==> src/rtl/match_stat_counter.sv <==
// Per-lane match/pass/filter event counters feeding the MMIO statistics words.
// Three stages: lane capture, popcount, accumulate. Define MATCH_STAT_SATURATE_EN to clamp instead of wrap.
module match_stat_counter #(
  parameter int unsigned          LANES     = 4,
  parameter int unsigned          CNT_WIDTH = 32,
  parameter logic [CNT_WIDTH-1:0] RST_COUNT = '0
) (
  input  logic                 i_clk,
  input  logic                 i_rstn,
  input  logic                 i_valid,
  input  logic [LANES-1:0]     i_match_vec,
  input  logic [LANES-1:0]     i_pass_vec,
  input  logic [LANES-1:0]     i_filter_vec,
  input  logic                 i_counter_reset,
  output logic [CNT_WIDTH-1:0] o_match_count,
  output logic [CNT_WIDTH-1:0] o_pass_count,
  output logic [CNT_WIDTH-1:0] o_filter_count,
  output logic [2:0]           o_ovf,
  output logic                 o_clearing
);

  localparam int unsigned PCW  = $clog2(LANES + 1);
  localparam int unsigned NCLS = 3;

  // Class index: 0 = match, 1 = pass, 2 = filter (same order as o_ovf).
  logic [NCLS-1:0][LANES-1:0]     vec;
  logic [NCLS-1:0][LANES-1:0]     cap;
  logic [NCLS-1:0][PCW-1:0]       pc_next;
  logic [NCLS-1:0][PCW-1:0]       pc;
  logic [NCLS-1:0][CNT_WIDTH:0]   sum;
  logic [NCLS-1:0][CNT_WIDTH-1:0] cnt;
  logic                           clr_q;
  logic                           clr_d1;

  assign vec = {i_filter_vec, i_pass_vec, i_match_vec};

  function automatic logic [PCW-1:0] popcount(input logic [LANES-1:0] v);
    logic [PCW-1:0] n;
    n = '0;
    for (int unsigned i = 0; i < LANES; i++) begin
      n = n + PCW'(v[i]);
    end
    return n;
  endfunction

  always_comb begin
    pc_next = '0;
    sum     = '0;
    for (int unsigned k = 0; k < NCLS; k++) begin
      pc_next[k] = popcount(cap[k]);
      sum[k]     = {1'b0, cnt[k]} + (CNT_WIDTH + 1)'(pc[k]);
    end
  end

  always_ff @(posedge i_clk or negedge i_rstn) begin
    if (!i_rstn) begin
      cap        <= '0;
      pc         <= '0;
      cnt        <= {NCLS{RST_COUNT}};
      o_ovf      <= '0;
      clr_q      <= 1'b0;
      clr_d1     <= 1'b0;
      o_clearing <= 1'b0;
    end else begin
      // Clearing flag covers the clear cycle plus two cycles while S1/S2 drain.
      clr_q      <= i_counter_reset;
      clr_d1     <= clr_q;
      o_clearing <= i_counter_reset | clr_q | clr_d1;
      if (i_counter_reset) begin
        cap   <= '0;
        pc    <= '0;
        cnt   <= '0;
        o_ovf <= '0;
      end else begin
        cap <= i_valid ? vec : '0;
        pc  <= pc_next;
        for (int unsigned k = 0; k < NCLS; k++) begin
          if (sum[k][CNT_WIDTH]) o_ovf[k] <= 1'b1;
`ifdef MATCH_STAT_SATURATE_EN
          cnt[k] <= sum[k][CNT_WIDTH] ? '1 : sum[k][CNT_WIDTH-1:0];
`else
          cnt[k] <= sum[k][CNT_WIDTH-1:0];
`endif
        end
      end
    end
  end

  assign o_match_count  = cnt[0];
  assign o_pass_count   = cnt[1];
  assign o_filter_count = cnt[2];

endmodule

==> config.mk <==
export PLATFORM = sky130hd
export DESIGN_NAME = match_stat_counter
export DESIGN_NICKNAME = d
export VERILOG_FILES = /design/src/rtl/match_stat_counter.sv
export SDC_FILE = /design/constraint.sdc
export NUM_CORES = 1
export LEC_CHECK = 0
export BUFFER_PORTS_ARGS = -buffer_cell sky130_fd_sc_hd__clkbuf_2
export CAP_MARGIN = 25
export CELL_PAD_IN_SITES_DETAIL_PLACEMENT = 0
export CELL_PAD_IN_SITES_GLOBAL_PLACEMENT = 2
export CORE_UTILIZATION = 37
export DETAILED_ROUTE_END_ITERATION = 8
export PLACE_DENSITY_LB_ADDON = 0.1
export SYNTH_ARGS = -nofsm -noshare
export SYNTH_HDL_FRONTEND = slang
export SYNTH_SLANG_ARGS = --single-unit
export TNS_END_PERCENT = 5
==> constraint.sdc <==
create_clock -name i_clk -period 5.25 [get_ports i_clk]
set_input_delay 1.05 -clock i_clk [delete_from_list [all_inputs] [get_ports i_clk]]
set_output_delay 1.05 -clock i_clk [all_outputs]
set_load 0.02 [all_outputs]
==> flow_summary.toml <==
[status]
status = "completed"

[logic_synthesis]
syn_nets = 612
async_reset_ff_frac = 1.00
synth-xor-area-share = 0.124
synth_top_family_by_area = "simple AND/OR/NAND/NOR gates"
synthSimpleGateAreaFrac = 0.253
netlist_area_sq_mm = 0.00593
seq_area_frac_synth = 0.519
synth_top_area_share = 0.519
avgSynthCellArea_sq_um = 10.3
yosys.area.top_type = "dfrtp_1"
synthMuxAreaShare = 0.00190
synth-adder-area-share = 0.0519
syn_inst = 575
synth.distinct_cells = 38
synth_ff_type = "dfrtp_1"
synth_edf_count = 0
synth-seq-cells = 123
synthTopCellsByArea = "dfrtp_1 (52%), xor2_1 (7.5%), nor2_1 (6.4%), xnor2_1 (4.9%), nand4_1 (3.3%)"
synth-compound-area-share = 0.0293
ys_warn_count = 0

[pwr]
peakVddDrop_v = 0.000214
p_per_area_mw_per_mm2 = 288
power.leakage_nw = 3.41

[route]
wl_per_cell_um = 14.7
top_layer = "met4"
routed_via_density = 4.91
drt_first_pass_iters = 4
met3WireLength_um = 771
met1_length_mm = 6.52
route.detailed.drc = 0
wl_met2_mm = 6.08
drtIter0Drc = 195
wirelength_mm = 13.5
ant_nets = 0
num_vias = 4500

[global_routing]
grt_max_degree = 61
grt_usage = 0.177
first_global_vias = 4602
gr-total-overflow = 0
grt_pass1_wl_mm = 22.8
antenna_found_initial = 0

[cells_and_area]
stdcell_area_sq_mm = 0.00726
drive_gt1_frac = 0.218
layout_common_cells = "dfrtp_1 (123), clkbuf_2 (113), nor2_1 (101)"
fin_cells = 917
num_antenna_cells = 0
fillers = 1530
final_common_cell = "dfrtp_1"
multi_input_area_sq_mm = 0.00273
syn2layout_area_growth_pct = 22.4
nNetsFinal = 731
register_area_sq_mm = 0.00308

[timing]
holdWs_ns = 0.368
fin_ws_ns = 2.78
slew-limit-headroom = 0.422
finClkSkew_ns = 0.00644
slew_violations = 0
setup-tns-final_ns = 0
tightest_slew_ns = 0.866
setup_viol = 0
hold_viol_final = 0
fmax_mhz = 405
fin_crit_ns = 2.47
timing.final.crit_share = 0.470
grt_setup_unrepaired = "false"

[clock_tree]
cts_resized = 0
postCtsSetupRepairBufs = 0
cts-root-buf = "clkbuf_16"
clock-sinks = 123
cts_buffers = 17
cts_tree = "built"
clk_latency_ns = 0.41
clockBufferDepth = 2
cts.clk_slew.worst_paths_ns = 0.05
cts-htree-levels = 4
cts_hold_buf = 0

[die]
dieArea_sq_mm = 0.0165
io_pins = 116
rows = 45
initial_core_util = 0.384
core-area_sq_mm = 0.0154
die_h_um = 129
fp.dieW_um = 129

[worst_setup_path]
crit_path_max_fanout = 11
worstSetupStartpointType = "register"
cp-end-kind = "register"
path_delay_family = "simple AND/OR/NAND/NOR gates"
worstSetupPathType = "reg -> reg"
critPathRequiredTime_ns = 5.51
slowest_stage = "nor4_1"
crit_arrival_ns = 2.73
max_stage_delay_ns = 0.47
crit_chain = "ha_1, inv_1, fa_1, nor2b_1, o2111ai_1, nor4_1, xnor2_1, nor2_1"
path_buf_inv = 1

[placed_design]
numPortBuffers = 115
dp_hpwl_mm = 9.29
place_congestion = 0.758
postPlaceCellArea_sq_mm = 0.00673
dp_cells = 886
dp_slack_ns = 2.52

[run]
maxCapViolCount = 0

[worst_hold_path]
hp-class = "reg -> reg"
state kept, by name (all words and copies together), names as in the netlist:
signal and count:
pc 9, o_match_count 32, cap 12, o_pass_count 32, o_clearing 1, o_ovf 3, clr_q 1, o_filter_count 32
clr_d1 1
report_power, final:
part	total, mW	switching [mW]	internal, mW
combinational	0.0756	0.0541	0.0215
sequential	0.968	0.00656	0.962
clock	1.05	0.386	0.663
synthesized netlist by cell type (all sizes together), types with 2 or more instances:
master / count
clkbuf: 16
nand2b: 2
o21ai: 3
nand4: 32
nor3: 14
buf: 2
nand2: 30
ha: 15
nor4: 10
nand3: 32
a21oi: 12
or4: 2
nor2b: 19
nor2: 101
inv: 15
fa: 6
nor3b: 3
a2111oi: 2
and3: 19
or3: 3
and4: 5
xnor2: 33
dfrtp: 123
xor2: 51
and2: 15
a31oi: 4
final cells by class:
cell class | count | area share
clock buffers | 30 | 0.0722
clock inverters | 1 | 0.000690
inverters | 15 | 0.00776
multi-input cells | 419 | 0.376
flip-flops and latches | 123 | 0.424
well taps | 211 | 0.0364
repair buffers | 118 | 0.0831
final timing paths:
check	start	endpoint	slack [ns]	depth (start not counted)
min in group asynchronous	i_rstn	o_match_count[20]	0.60	1
min reg2reg	clr_q	clr_d1	0.37	0
max in group asynchronous	i_rstn	o_pass_count[22]	3.56	2
min	clr_q	clr_d1	0.37	0
max	o_filter_count[0]	o_filter_count[22]	2.78	8
max reg2reg	o_filter_count[0]	o_filter_count[22]	2.78	8
through the flow:
step                total power [mW]  utilization
finish                          2.09        0.470
global route                    2.18        0.470
CTS                             2.13        0.470
detailed placement              1.06        0.436
global placement                1.06        0.436
floorplan                       1.02            -
cells by family (layout without fill, tap and decap cells):
| group | Yosys count | count (layout) |
|---|---|---|
| adders and majority gates | 21 | 21 |
| DFF | 123 | 123 |
| xor gates and xnor gates | 84 | 84 |
| buffers and inverters | 33 | 164 |
| AOI/OAI and AO/OA | 25 | 25 |
| and+or+nand+nor | 288 | 288 |
| muxes | 1 | 1 |
metal layers:
metal	up-vias	GRT usage
met2	123	0.270
li1	2187	-
met5	-	0
met1	2181	0.242
met3	9	0.0524
met4	0	0.0567
No activity file was read; power rests on OpenSTA's default activity.
